### src/rtl/regbank_pkg.sv
// Shared types and helpers for the register-bank arbiter and its round-robin picker.
package regbank_pkg;

  typedef enum logic [1:0] {IDLE, ISSUE, RDATA} arb_state_t;

  localparam int DEF_ADDR_W  = 4;
  localparam int DEF_DATA_W  = 32;
  localparam int MAX_MASTERS = 8;

  // First set bit of req at or after ptr, wrapping modulo n (n <= MAX_MASTERS).
  function automatic logic [MAX_MASTERS-1:0] rr_onehot(
    input logic [MAX_MASTERS-1:0] req,
    input logic [2:0]             ptr,
    input int                     n
  );
    logic [MAX_MASTERS-1:0] pick;
    int idx;
    pick = '0;
    for (int k = 0; k < MAX_MASTERS; k++) begin
      if (k < n) begin
        idx = (int'(ptr) + k) % n;
        if (pick == '0 && req[idx[2:0]]) pick[idx[2:0]] = 1'b1;
      end
    end
    return pick;
  endfunction

endpackage

### src/rtl/regbank_arbiter_rr_pick.sv
// Combinational round-robin priority selector: request vector + pointer -> one-hot grant.
module rr_pick
  import regbank_pkg::*;
#(
  parameter int N     = 4,
  parameter int PTR_W = 2
) (
  input  logic [N-1:0]     req,
  input  logic [PTR_W-1:0] ptr,
  output logic [N-1:0]     grant
);

  assign grant = N'(rr_onehot(MAX_MASTERS'(req), 3'(ptr), N));

endmodule

### src/rtl/regbank_arbiter.sv
// Round-robin arbiter sequencing single read/write transactions from several
// masters onto one shared slave register bank.
module regbank_arbiter
  import regbank_pkg::*;
#(
  parameter int NUM_MASTERS = 4,
  parameter int ADDR_W      = DEF_ADDR_W,
  parameter int DATA_W      = DEF_DATA_W
) (
  input  logic                          clk,
  input  logic                          reset,
  input  logic [NUM_MASTERS-1:0]        m_req,
  input  logic [NUM_MASTERS-1:0]        m_write,
  input  logic [NUM_MASTERS-1:0]        m_read,
  input  logic [NUM_MASTERS*ADDR_W-1:0] m_addr,
  input  logic [NUM_MASTERS*DATA_W-1:0] m_wdata,
  output logic [NUM_MASTERS-1:0]        m_done,
  output logic [DATA_W-1:0]             m_rdata,
  output logic [NUM_MASTERS-1:0]        m_grant,
  output logic                          s_valid,
  input  logic                          s_ready,
  output logic                          s_write,
  output logic                          s_read,
  output logic [ADDR_W-1:0]             s_addr,
  output logic [DATA_W-1:0]             s_wdata,
  input  logic [DATA_W-1:0]             s_rdata
);

  localparam int PTR_W = (NUM_MASTERS > 1) ? $clog2(NUM_MASTERS) : 1;

  arb_state_t             state;
  logic [NUM_MASTERS-1:0] grant;
  logic [NUM_MASTERS-1:0] pick;
  logic [PTR_W-1:0]       ptr;
  logic [PTR_W-1:0]       gidx;
  logic [PTR_W-1:0]       ptr_next;
  logic                   req_g;
  logic                   wr_g;
  logic                   rd_g;
  logic                   is_read;

  rr_pick #(
    .N     (NUM_MASTERS),
    .PTR_W (PTR_W)
  ) u_pick (
    .req   (m_req),
    .ptr   (ptr),
    .grant (pick)
  );

  always_comb begin
    gidx = '0;
    for (int i = 0; i < NUM_MASTERS; i++) begin
      if (grant[i]) gidx = PTR_W'(i);
    end
  end

  assign ptr_next = (gidx == PTR_W'(NUM_MASTERS - 1)) ? '0 : gidx + 1'b1;
  assign req_g    = m_req[gidx];
  assign wr_g     = m_write[gidx];
  assign rd_g     = m_read[gidx];
  // Write wins over read; neither set is a no-op that completes like a write.
  assign is_read  = rd_g & ~wr_g;
  assign m_grant  = grant;

  // Bank-side signals follow the granted master only while issuing.
  always_comb begin
    s_valid = 1'b0;
    s_write = 1'b0;
    s_read  = 1'b0;
    s_addr  = '0;
    s_wdata = '0;
    if (state == ISSUE) begin
      s_valid = 1'b1;
      s_write = wr_g;
      s_read  = is_read;
      s_addr  = m_addr[gidx*ADDR_W +: ADDR_W];
      s_wdata = m_wdata[gidx*DATA_W +: DATA_W];
    end
  end

  always_ff @(posedge clk or negedge reset) begin
    if (!reset) begin
      state   <= IDLE;
      grant   <= '0;
      ptr     <= '0;
      m_done  <= '0;
      m_rdata <= '0;
    end else begin
      m_done <= '0;
      case (state)
        IDLE: begin
          if (|m_req) begin
            grant <= pick;
            state <= ISSUE;
          end
        end
        ISSUE: begin
          if (s_ready) begin
            if (is_read) begin
              state <= RDATA;
            end else begin
              m_done <= grant;
              ptr    <= ptr_next;
              grant  <= '0;
              state  <= IDLE;
            end
          end else if (!req_g) begin
            // Abandoned before handshake: pointer stays so this master keeps its turn.
            grant <= '0;
            state <= IDLE;
          end
        end
        RDATA: begin
          m_rdata <= s_rdata;
          m_done  <= grant;
          ptr     <= ptr_next;
          grant   <= '0;
          state   <= IDLE;
        end
        default: state <= IDLE;
      endcase
    end
  end

endmodule

### config.mk
export PLATFORM = sky130hd
export DESIGN_NAME = regbank_arbiter
export DESIGN_NICKNAME = d
export VERILOG_FILES = /design/src/rtl/regbank_pkg.sv /design/src/rtl/regbank_arbiter_rr_pick.sv /design/src/rtl/regbank_arbiter.sv
export SDC_FILE = /design/constraint.sdc
export NUM_CORES = 1
export LEC_CHECK = 0
export BUFFER_PORTS_ARGS = -buffer_cell sky130_fd_sc_hd__clkbuf_2
export CORE_AREA = 5 5 103 105
export CTS_CLUSTER_DIAMETER = 30
export DETAILED_ROUTE_END_ITERATION = 10
export DIE_AREA = 0 0 108 110
export PLACE_DENSITY = 0.79
export SYNTH_ARGS = -nofsm -noshare
export SYNTH_HDL_FRONTEND = slang
export SYNTH_HIERARCHICAL = 1
export SYNTH_SLANG_ARGS = --single-unit
### constraint.sdc
create_clock -name clk -period 2.9 [get_ports clk]
set_input_delay 0.29 -clock clk [delete_from_list [all_inputs] [get_ports clk]]
set_output_delay 0.29 -clock clk [all_outputs]
set_load 0.01 [all_outputs]
# Word level (Yosys, flattened, before mapping)
# Cells that the tools add are included.
[op_classes]
n_shift = 2
mux = 51
addsub = 4
bitwise = 8
n_reduce_logical = 20
eq_ne = 8
magnitude_cmp = 9
[op_table]
columns = ["cell", "n"]
rows = [
  ["$shiftx 128x8->32", 1],
  ["$mux 4", 9],
  ["$mux 32", 1],
  ["$logic_not 8->1", 3],
  ["$mux 2", 9],
  ["$mux 8", 2],
  ["$or 8x8->8", 2],
  ["$shiftx 16x5->4", 1],
  ["$mux 1", 15],
  ["$lt 3x4->1 const B", 3],
  ["$pmux 4 s3", 1],
  ["$bmux 1 s3", 3],
  ["$demux 1 s3", 3],
  ["$ge 3x1->1 const B", 3],
  ["$bmux 1 s2", 4],
  ["$pmux 2 s2", 2],
  ["$pmux 4 s2", 1],
  ["$logic_and 1x1->1", 7],
  ["$ne 2x2->1 const B", 3],
  ["$ne 3x3->1 const B", 2],
  ["$reduce_or 2->1", 3],
  ["$add 2x1->2 const B", 2],
  ["$add 2x2->2 const B", 2],
  ["$eq 2x2->1 const B", 2],
  ["other kinds (16)", 18],
]
[word_totals]
output_inout_bits = 79
regBits = 44
in_bits = 191

# Longest topological paths before layout
# Gate-level depths: netlist of the first run.
[depth]
word_depth = 17
mapped_depth = 10
ltp_nobuf = 9

# Modules after synthesis
# The synthesis of the first run kept the hierarchy.
[modules_own_cells]
columns = ["module", "area_each_um2", "seq_area_each_um2", "n_inst", "cells_each"]
rows = [
  ["regbank_arbiter", 3080.5, 1101.1, 1, 375],
  ["rr_pick", 495.5, 0.0, 1, 51],
]

# Worst setup path before layout of the first run
# No wires, ideal clock.
[synth_path]
kind = "reg-to-reg"
startpoint = "register ptr[0]"
endpoint = "register grant[0] (netlist: m_grant[0])"
path_slack_ps = 223
path_stages_with_launch = 10
t_arrival_ps = 2597
period_less_slack_ps = 2677
required_ps = 2821
path_cell_list = "dfrtp_1 buf_6 inv_1 ha_1 mux4_2 a21boi_0 a221o_2 o41ai_2 nand2b_1 mux2i_1"
[synth_via]
elab_chain_cells = 17
word_cells_on_any_way = 52
classes_between = "3 x add/sub; 8 x order compare; 22 x mux; 6 x bitwise; 13 x reduce/logical"
[synth_lines]
columns = ["item", "line", "source"]
rows = [
  ["from (decl)", "regbank_arbiter.sv:34", "logic [PTR_W-1:0] ptr;"],
  ["from (signal assigned)", "regbank_arbiter.sv:104", "ptr <= ptr_next;"],
  ["from (signal assigned)", "regbank_arbiter.sv:117", "ptr <= ptr_next;"],
  ["$add 2x1->2", "regbank_pkg.sv:21", "idx = (int'(ptr) + k) % n;"],
  ["$reduce_or 2->1 (no line)", "-", ""],
  ["$and 1x1->1 (no line)", "-", ""],
  ["$lt 3x4->1 (implied by the code) / $ge 3x1->1 (equally long branches)", "regbank_pkg.sv:22", "if (pick == '0 && req[idx[2:0]]) pick[idx[2:0]] = 1'b1;"],
  ["$logic_and 1x1->1 (implied by the code)", "regbank_pkg.sv:22", ""],
  ["$mux 1 (implied by the code)", "regbank_pkg.sv:22", ""],
  ["$demux 1 s3", "-", ""],
  ["$or 8x8->8 (no line)", "-", ""],
  ["[2 not listed]", "-", ""],
  ["$logic_and 1x1->1", "regbank_pkg.sv:22", ""],
  ["$mux 8", "regbank_pkg.sv:22", ""],
  ["$logic_not 8->1", "regbank_pkg.sv:22", ""],
  ["$logic_and 1x1->1", "regbank_pkg.sv:22", ""],
  ["$mux 4 (*)", "regbank_pkg.sv:22", ""],
  ["net pick[0]", "regbank_arbiter.sv:33", "logic [NUM_MASTERS-1:0] pick;"],
  ["$mux 4 (*)", "regbank_arbiter.sv:93", "if (|m_req) begin"],
  ["$pmux 4 s3 (*)", "regbank_arbiter.sv:91", "case (state)"],
  ["to (signal assigned)", "regbank_arbiter.sv:94", "grant <= pick;"],
  ["to (decl)", "regbank_arbiter.sv:32", "logic [NUM_MASTERS-1:0] grant;"],
]
# The timed path passes the listed nets; every way through them passes the cells marked *. The select of a mux whose other input is x is not followed.
# A chain may end at the register's enable or synchronous reset.

# Worst setup path in the final report of the first run
# Ends and elaborated chain as after synthesis.

==> results of run 1 <==
-- worst register-to-register path: stages, from the launching register on --
cell and delay [ns]:
dfrtp_1 0.38, buf_4 0.18, ha_1 0.25, or4_1 0.56, a21bo_1 0.23, o2111ai_2 0.21
nand4_2 0.18, o41ai_2 0.34, nand2b_1 0.08, mux2i_1 0.12
-- routing by layer --
layer,global-route usage,vias to the layer above,share of wire
li1,-,1992,-
met1,0.253,1877,0.39
met2,0.367,207,0.50
met3,0.0472,28,0.084
met4,0.0604,0,0.028
met5,0,-,0
-- sequential cells by signal (all words and copies together) (netlist names) --
name / flops
m_rdata: 32
m_done: 4
ptr: 2
m_grant: 4
state: 2
-- cells in the mapped netlist (all sizes together), types with 2 or more instances --
master	count
inv	12
a22oi	2
buf	9
nand2b	5
clkbuf	22
and2	3
nor2b	2
a21boi	3
nor2	7
or4	3
mux2i	43
ha	12
mux4	4
dfrtp	44
nand3	2
nand4	2
o21ai	40
mux2	37
o41ai	2
nand2	115
a32o	2
a221o	2
a21oi	39
o2111ai	2
-- placed cells by master (no fill, tap or decap), types with 2 or more instances in the layout --
| master | Yosys | routed |
|---|---|---|
| mux2_1 | 2 | 2 |
| or4_1 | 3 | 3 |
| a21boi_0 | 2 | 2 |
| ha_1 | 12 | 12 |
| inv_1 | 12 | 12 |
| o21ai_0 | 39 | 39 |
| nor2b_1 | 2 | 2 |
| nand3_1 | 2 | 2 |
| and2_1 | 3 | 3 |
| mux2_2 | 35 | 35 |
| dfrtp_2 | 0 | 2 |
| dfrtp_1 | 44 | 42 |
| a21oi_1 | 38 | 38 |
| nor2_1 | 7 | 7 |
| buf_4 | 0 | 8 |
| clkbuf_8 | 0 | 6 |
| nand2_1 | 115 | 115 |
| clkbuf_2 | 0 | 269 |
| mux2i_1 | 43 | 43 |
| nand2b_1 | 5 | 5 |
| a32o_1 | 2 | 2 |
| a22oi_1 | 2 | 2 |
| o41ai_2 | 2 | 2 |
| mux4_2 | 4 | 4 |
-- stage by stage --
step           power [mW]  area, um^2  instances   util  setup slack, ns
3_5_place_dp         3.94        5040        806  0.528            0.318
2_1_floorplan        2.90        3580        426      -            0.223
6_report             4.41        5160        814  0.541            0.309
3_3_place_gp         3.85        5040        806  0.528            0.365
5_1_grt              4.77        5160        814  0.541            0.118
4_1_cts              4.44        5160        814  0.541            0.314
-- worst min path at each step --
stage	startpoint	end
after global routing	s_rdata[19]	m_rdata[19]
after detailed placement	m_rdata[4]	m_rdata[4]
after global placement	m_rdata[20]	m_rdata[20]
after floorplan	reset	m_done[0]
final	reset	m_rdata[6]
after CTS	reset	m_rdata[6]
-- kinds of logic (layout without fill, tap and decap cells) --
logic type / after synthesis / after routing / share of synthesized area
simple gates: 144 / 144 / 0.171
compound gates: 99 / 99 / 0.168
mux: 84 / 84 / 0.262
flops: 44 / 44 / 0.308
buf+inv: 43 / 298 / 0.0490
fa+ha+maj: 12 / 12 / 0.0420
-- power groups by stage --
| stage | clock network [mW] | logic, mW | registers (mW) |
|---|---|---|---|
| final | 0.494 | 2.88 | 1.03 |
| after global routing | 0.537 | 3.16 | 1.07 |
| after CTS | 0.508 | 2.90 | 1.04 |
| after detailed placement | 0 | 2.89 | 1.05 |
| after global placement | 0 | 2.82 | 1.03 |
| after floorplan | 0 | 1.77 | 1.14 |
-- layout make-up --
class                           count  share of cell area
Sequential cell                    44               0.214
Tap cell                          133              0.0322
Clock inverter                      2             0.00751
Clock buffer                        6              0.0160
Timing Repair Buffer              278               0.276
Inverter                           12             0.00873
Multi-Input combinational cell    339               0.445
==> out/metrics.cfg, run 1 <==
[sta]
period_needed_ns=2.59
hold_viol=0
post-route-period-util=0.893
maxSlewHeadroom=0.189
setup_viol=0
drv_slew=0
finClkSkew_ns=0.00501
holdWs_ns=0.176
fin_tns_setup_ns=0
max_clock_freq_mhz=386
worst_slew_pin_slew_ns=1.22
rsz0062_at_grt=no

[synth]
avgSynthCellArea_um2=8.39
ys.flop_type=dfrtp_1
synth_top_area_share=0.308
syn_area_um2=3580
synth_seq_area_share=0.308
syn_nets=629
synth.area.top_cells=dfrtp_1 (31%), nand2_1 (12%), mux2i_1 (12%)
synth_cell_type_count=45
ys_ff_latch=44
syn_inst=426
synthArstFlopShare=1.00
yosysTopAreaCell=dfrtp_1
synth_edf_count=0
ys_warn_count=6

[pwr]
leakage_nw=2.67
intPower_mw=2.43
p_sw_mw=1.98
p_per_area_nw_per_um2=854
seqPwrFrac=0.234
ir_worst_vdd_v=0.000364
comb_power_share=0.654
switching_share=0.448
clock_power_share=0.112

[cells_and_area]
seqCellArea_um2=1100
drive_above_1_share=0.493
num-nets-final=883
nFillCells=908
syn_to_final_growth_pct=44.4
diodes=0
multi_input_area_um2=2300

[worst_setup_path]
cp_slowest_cell=or4_1
worst_setup_path_start_kind=register
critPathMaxStageDelay_ns=0.56
crit_end=m_grant[0]
cp.required_ns=3.12
reg2regPathDepth=9
path_cells=buf_4 -> ha_1 -> or4_1 -> a21bo_1 -> o2111ai_2 -> nand4_2 -> o41ai_2 -> nand2b_1 -> mux2i_1
r2r_slack_ns=0.31
worstPathArrival_ns=2.81
crit_path_max_fanout=11
startpoint=ptr[0]
path_class=register to register
cp-end-kind=register
path_depth=9
path_buf_inv=1
r2r-start=ptr[0]
crit_family=simple AND/OR/NAND/NOR gates
reg2reg_to=m_grant[0]

[clock_tree]
clkLatencyLatePin_ns=0.29
clk_pin_slew_ns=0.09
ctsHoldBuffers=0
cts_setup_buffers=0
root_buffer=clkbuf_8
clock_path_buffers=2
postCtsResizedCells=0
cts_tree=yes
cts.sinks=44
numCtsBuffers=5
htreeDepth=2

[global_routing]
grtUsageTotal=0.208
antenna_found_initial=0
overflow=0
grt_max_degree=68
grt_pass1_vias=4095
grt_pass1_wl_mm=19.8

[floorplan]
pin_count=270
start_util=0.374
dieArea_um2=11900
fp.dieH_um=110
fp.dieW_um=108
rows=36
core_area_um2=9550

[place]
gp_congestion=0.917
dp_hpwl_mm=10.7
port_buffers=269

[routing]
ant_nets=0
drt-wirelength-per-cell_um=15.9
vias_per_cell=5.04
vias=4104
drc=0
firstDrtPassIters=4
drtIter0Drc=240
drt-total-wl_mm=12.9

[outcome]
status=complete, no violations

[run]
maxCapViolCount=0

[hold_path]
hold_path_class=input pin to async pin

(Power assumes the default switching activity.)
==> run 2, diff against run 1 <==
--- a/config.mk
+++ b/config.mk
@@ -6,12 +6,12 @@
 export NUM_CORES = 1
 export LEC_CHECK = 0
 export BUFFER_PORTS_ARGS = -buffer_cell sky130_fd_sc_hd__clkbuf_2
-export CORE_AREA = 5 5 103 105
+export CORE_AREA = 5 5 102 104
 export CTS_CLUSTER_DIAMETER = 30
 export DETAILED_ROUTE_END_ITERATION = 10
-export DIE_AREA = 0 0 108 110
-export PLACE_DENSITY = 0.79
+export DIE_AREA = 0 0 107 109
+export PLACE_DENSITY = 0.8
 export SYNTH_ARGS = -nofsm -noshare
 export SYNTH_HDL_FRONTEND = slang
-export SYNTH_HIERARCHICAL = 1
 export SYNTH_SLANG_ARGS = --single-unit
+export TNS_END_PERCENT = 1
==> run 2 against run 1 <==
Against the previous run:
- clock-buffer cell count shrank 1
- combinational power shrank 2%
- global-route usage shrank 0.72 points
- synthesized cell count grew 1.4%
- worst hold slack is essentially flat
- cell count shrank 1.6%
- largest power group unchanged
==> out/metrics.cfg, run 2 <==
[outcome]
status=complete, no violations

[run]
maxCapViolCount=0  ; unchanged

[clock_tree]
clk_pin_slew_ns=0.09  ; about the same
postCtsResizedCells=0  ; unchanged
cts_setup_buffers=0  ; unchanged
root_buffer=clkbuf_8
cts.sinks=44  ; unchanged
clock_path_buffers=2  ; unchanged
htreeDepth=2  ; unchanged
numCtsBuffers=5  ; unchanged
cts_tree=yes
ctsHoldBuffers=0  ; unchanged
clkLatencyLatePin_ns=0.29  ; about the same

[sta]
worst_slew_pin_slew_ns=1.07  ; -0.147 ns
fin_tns_setup_ns=0  ; unchanged
maxSlewHeadroom=0.287  ; +0.0987
finClkSkew_ns=0.00478  ; -0.000230 ns
drv_slew=0  ; unchanged
setup_viol=0  ; unchanged
hold_viol=0  ; unchanged
max_clock_freq_mhz=380  ; -1.6%
period_needed_ns=2.63  ; +0.0417 ns
post-route-period-util=0.908  ; +0.0144
rsz0062_at_grt=no

[global_routing]
grtUsageTotal=0.200  ; -0.00715
grt_pass1_wl_mm=18.9  ; -4.5%
grt_pass1_vias=4106  ; +0.27%
antenna_found_initial=1  ; +1
grt_max_degree=64  ; -5.9%
overflow=0  ; unchanged

[cells_and_area]
final_cells=801  ; -1.6%
largest_register_ffs=32  ; unchanged
nFillCells=900  ; -0.88%
layout_common_cells=clkbuf_2 (269), nor2_1 (116), a21oi_1 (74)
top_register=m_rdata
final_common_cell=clkbuf_2
num-nets-final=888  ; +0.57%
drive_above_1_share=0.481  ; -0.0123
syn_to_final_growth_pct=43.6

[routing]
drt-wirelength-per-cell_um=15.5  ; -2.4%
dr_wl_met3_mm=1.00  ; -7.7%
highest_layer=met4
met1_length_mm=4.59  ; -9.7%
vias=4128  ; +0.58%
drt-total-wl_mm=12.4  ; -3.9%
wl_met2_mm=6.36  ; -0.90%
ant_nets=0  ; unchanged
drtIter0Drc=182  ; -24%
vias_per_cell=5.15  ; +2.2%
firstDrtPassIters=4  ; unchanged
drc=0  ; unchanged

[floorplan]
start_util=0.372  ; -0.00239
pin_count=270  ; unchanged
dieArea_um2=11700  ; -1.8%
rows=36  ; unchanged
core_area_um2=9460  ; -0.94%
fp.dieW_um=107  ; -0.93%
fp.dieH_um=109  ; -0.91%

[synth]
ys_ff_latch=44  ; unchanged
yosysMostFrequentCell=nor2_1
yosysTopAreaCell=dfrtp_1
ys_top_cells_by_count=nor2_1 (116), a21oi_1 (74), dfrtp_1 (44)
ys.flop_type=dfrtp_1
synth_cell_type_count=45  ; unchanged
synth_top_area_share=0.313  ; +0.00493
syn_area_um2=3520  ; -1.6%
synth_seq_area_share=0.313  ; +0.00493
syn_nets=635  ; +0.95%
synthArstFlopShare=1.00  ; unchanged
avgSynthCellArea_um2=8.15  ; -2.9%
ys_warn_count=0  ; -6
syn_inst=432  ; +1.4%
synth.area.top_cells=dfrtp_1 (31%), nor2_1 (12%), mux2i_1 (11%)
synth_edf_count=0  ; unchanged

[worst_setup_path]
worstPathArrival_ns=2.84  ; +0.03 ns
crit_path_max_fanout=8  ; -3
cp-end-kind=register
cp.required_ns=3.11  ; about the same
path_class=register to register
worst_setup_path_start_kind=register

[hold_path]
hold_path_class=input pin to async pin

[place]
dp_hpwl_mm=10.4  ; -2.2%
gp_congestion=0.911  ; -0.70%
dpl.cell_count=792  ; -1.7%
port_buffers=269  ; unchanged

[pwr]
ir_worst_vdd_v=0.000326  ; -10%
p_per_area_nw_per_um2=860  ; +0.78%
leakage_nw=2.71  ; +1.5%

==> run 2: cell types whose count changed after synthesis, moves of 6 or more <==
| cell | delta |
|---|---|
| nor2_1 | +109 |
| nand2_1 | -102 |
| a21oi_1 | +36 |
| o21ai_0 | -31 |
| buf_1 | +6 |
==> run 2: logic make-up after synthesis <==
logic type | after synthesis | synth area share
AOI/OAI and AO/OA | 103 | 0.166
buffers and inverters | 46 | 0.0547
and+or+nand+nor | 151 | 0.183
muxes | 76 | 0.241
adders and majority gates | 12 | 0.0427
DFF | 44 | 0.313
==> run 2: cell type report <==
| type | instances | area [um^2] | area share |
|---|---|---|---|
| antenna | 1 | 2.50 | 0.000495 |
| clock buffer | 5 | 68.8 | 0.0136 |
| clock inverter | 3 | 46.3 | 0.00916 |
| inverter | 15 | 56.3 | 0.0111 |
| multi-input combinational | 342 | 2230 | 0.440 |
| sequential | 44 | 1100 | 0.219 |
| tap | 114 | 143 | 0.0282 |
| timing repair buffer | 277 | 1410 | 0.278 |
==> run 2: report_power, final <==
part           switching, mW  total, mW  internal (mW)  leakage [nW]
Clock                  0.217      0.477          0.259        0.0548
Combinational           1.56       2.81           1.25          2.11
Sequential             0.187       1.06          0.871         0.548
Total                   1.97       4.35           2.38          2.71
==> run 2: worst max-delay path: stages, from the launching register on <==
cell and delay (ns):
dfrtp_1 0.35, inv_1 0.10, ha_1 0.33, mux4_1 0.55, a21bo_2 0.29, o211ai_1 0.12
a2111o_1 0.35, nand3b_1 0.23, o221ai_1 0.22
==> run 2: stage by stage <==
step / setup WS [ns] / power (mW) / utilization / cell area, um^2 / hold WS [ns]
2_1_floorplan: 0.256 / 2.88 / - / 3520 / -0.00559
3_3_place_gp: 0.396 / 3.79 / 0.522 / 4940 / 0.489
3_5_place_dp: 0.300 / 3.90 / 0.522 / 4940 / 0.494
4_1_cts: 0.267 / 4.39 / 0.534 / 5050 / 0.212
5_1_grt: 0.105 / 4.71 / 0.534 / 5050 / 0.211
6_report: 0.268 / 4.35 / 0.534 / 5050 / 0.176
==> run 2: worst paths after layout <==
path | start | endpoint | slack (ns) | cells past startpoint
max | ptr[0] | m_grant[1] | 0.27 | 8
min | reset | m_grant[0] | 0.18 | 1
max reg2reg | ptr[0] | m_grant[1] | 0.27 | 8
min reg2reg | m_rdata[25] | m_rdata[25] | 0.51 | 1
max in group asynchronous | reset | m_grant[1] | 2.00 | 1
min in group clk | s_rdata[24] | m_rdata[24] | 0.22 | 2
==> run 2: routing by layer <==
layer	up-vias	track usage
met1	1884	0.219
met3	30	0.0409
li1	2002	-
met5	-	0
met2	212	0.371
met4	0	0.0950
==> run 3, diff against run 2 <==
--- a/config.mk
+++ b/config.mk
@@ -6,11 +6,11 @@
 export NUM_CORES = 1
 export LEC_CHECK = 0
 export BUFFER_PORTS_ARGS = -buffer_cell sky130_fd_sc_hd__clkbuf_2
-export CORE_AREA = 5 5 102 104
+export CORE_AREA = 5 5 101 103
 export CTS_CLUSTER_DIAMETER = 30
 export DETAILED_ROUTE_END_ITERATION = 10
-export DIE_AREA = 0 0 107 109
-export PLACE_DENSITY = 0.8
+export DIE_AREA = 0 0 106 108
+export PLACE_DENSITY = 0.81
 export SYNTH_ARGS = -nofsm -noshare
 export SYNTH_HDL_FRONTEND = slang
 export SYNTH_SLANG_ARGS = --single-unit
==> constraint.sdc (replaced) <==
create_clock -name clk -period 3.1 [get_ports clk]
set_input_delay 0.31 -clock clk [delete_from_list [all_inputs] [get_ports clk]]
set_output_delay 0.31 -clock clk [all_outputs]
set_load 0.01 [all_outputs]
==> run 3 against run 2 <==
Against the previous run:
- clock-buffer cell count unchanged
- core utilization increased by 1.9 points
- sequential power decreased by 5%
- register-to-register slack got worse by 0.05 ns
- flip-flop and latch count unchanged
- global-route usage increased by 0.68 points
- worst hold slack improved by 0.0087 ns
- first-iteration DRC count decreased by 4.9%
- critical endpoint unchanged
==> out/metrics.cfg, run 3 (synthesis results as in run 2) <==
[pwr]
total_power_mw=4.06  ; -6.7%
p_per_area_nw_per_um2=805  ; -6.5%
seqPwrFrac=0.248  ; +0.005
comb_power_share=0.642  ; -0.005
leakage_nw=2.71  ; -0.19%
ir_worst_vdd_v=0.000276  ; -15%
clock_power_share=0.110  ; about the same
switching_share=0.453  ; +0.000737
p_sw_mw=1.84  ; -6.6%
intPower_mw=2.22  ; -6.8%

[cells_and_area]
syn_to_final_growth_pct=43.2
diodes=0  ; -1
drive_above_1_share=0.480  ; -0.000758
num-nets-final=887  ; -0.11%
largest_register_ffs=32  ; unchanged
final_common_cell=clkbuf_2
layout_common_cells=clkbuf_2 (269), nor2_1 (116), a21oi_1 (74)
top_register=m_rdata
final_area_um2=5040  ; -0.27%

[worst_setup_path]
cp-end-kind=register
worst_setup_path_start_kind=register
cp.required_ns=3.30  ; +0.19 ns
critPathMaxStageDelay_ns=0.55  ; about the same
cp_slowest_cell=mux4_1
path_buf_inv=1  ; unchanged
path_cells=inv_1 -> ha_1 -> mux4_1 -> a21bo_2 -> o211ai_1 -> a2111o_1 -> nand3b_1 -> o221ai_1
worstPathArrival_ns=3.08  ; +0.24 ns
crit_path_max_fanout=10  ; +2
path_class=register to register
crit_family=compound AO/OA/AOI/OAI gates

[floorplan]
fp.dieW_um=106  ; -0.93%
start_util=0.386  ; +0.0143
core_area_um2=9110  ; -3.7%
dieArea_um2=11400  ; -1.8%
fp.dieH_um=108  ; -0.92%
rows=35  ; -2.8%
pin_count=270  ; unchanged

[clock_tree]
cts_tree=yes
clk_pin_slew_ns=0.10  ; about the same
htreeDepth=2  ; unchanged
clkLatencyLatePin_ns=0.30  ; about the same
cts_setup_buffers=0  ; unchanged
ctsHoldBuffers=0  ; unchanged
clock_path_buffers=2  ; unchanged
postCtsResizedCells=0  ; unchanged
cts.sinks=44  ; unchanged
numCtsBuffers=5  ; unchanged
root_buffer=clkbuf_8

[sta]
finClkSkew_ns=0.0150  ; +0.0102 ns
max_clock_freq_mhz=347  ; -8.7%
setup_viol=0  ; unchanged
holdWs_ns=0.185  ; +0.00871 ns
layout_setup_ws_ns=0.218  ; -0.0500 ns
drv_slew=0  ; unchanged
worst_slew_pin_slew_ns=1.06  ; -0.00892 ns
period_needed_ns=2.88  ; +0.250 ns
maxSlewHeadroom=0.293  ; +0.00594
hold_viol=0  ; unchanged
rsz0062_at_grt=no
post-route-period-util=0.930  ; +0.0221
fin_tns_setup_ns=0  ; unchanged

[routing]
drc=0  ; unchanged
firstDrtPassIters=5  ; +1
vias=4090  ; -0.92%
vias_per_cell=5.14  ; -0.30%
drt-wirelength-per-cell_um=15.9  ; +2.4%
drt-total-wl_mm=12.7  ; +1.7%
drtIter0Drc=173  ; -4.9%
ant_nets=0  ; unchanged

[global_routing]
grt_pass1_wl_mm=19.2  ; +1.7%
grt_max_degree=58  ; -9.4%
grt_pass1_vias=4031  ; -1.8%
grtUsageTotal=0.207  ; +0.00682
antenna_found_initial=0  ; -1
overflow=0  ; unchanged

[hold_path]
hold_path_class=input pin to async pin

[place]
port_buffers=269  ; unchanged
gp_congestion=0.956  ; +4.9%
place_ws_ns=0.260  ; -0.0393 ns
dpl_cell_area_um2=4920  ; -0.23%
dp_hpwl_mm=10.6  ; +1.9%

[outcome]
status=complete, no violations

[run]
maxCapViolCount=0  ; unchanged

==> run 3: routing by layer <==
metal / up-vias / part of all wire / track usage
li1: 2008 / - / -
met1: 1831 / 0.35 / 0.224
met2: 223 / 0.52 / 0.380
met3: 28 / 0.098 / 0.0609
met4: 0 / 0.030 / 0.0833
met5: - / 0 / 0
==> run 3: final cells by class <==
type	instances	area, um^2
multi-input combinational	342	2230
clock buffer	5	68.8
sequential	44	1100
timing repair buffer	276	1400
tap	111	139
inverter	15	56.3
clock inverter	3	46.3
fill	832	4070
==> run 3: final timing paths <==
check	startpoint	to	slack, ns	cells after the start
min in group clk	s_rdata[24]	m_rdata[24]	0.23	2
min reg2reg	m_rdata[13]	m_rdata[13]	0.51	1
min	reset	m_rdata[24]	0.18	1
max	ptr[1]	m_grant[1]	0.22	8
max in group asynchronous	reset	m_grant[2]	2.19	1
max reg2reg	ptr[1]	m_grant[1]	0.22	8
==> run 3: power by group through the flow <==
| stage | logic (mW) | clock network [mW] | registers [mW] |
|---|---|---|---|
| after detailed placement | 2.60 | 0 | 1.02 |
| final | 2.60 | 0.446 | 1.01 |
| after global routing | 2.86 | 0.476 | 1.05 |
| after floorplan | 1.64 | 0 | 1.06 |
| after global placement | 2.54 | 0 | 1.00 |
| after CTS | 2.61 | 0.456 | 1.01 |
==> run 3: per-stage QoR <==
step | instances | util
after floorplan | 432 | -
after global placement | 788 | 0.541
after detailed placement | 788 | 0.541
after CTS | 796 | 0.553
after global routing | 796 | 0.553
final | 796 | 0.553
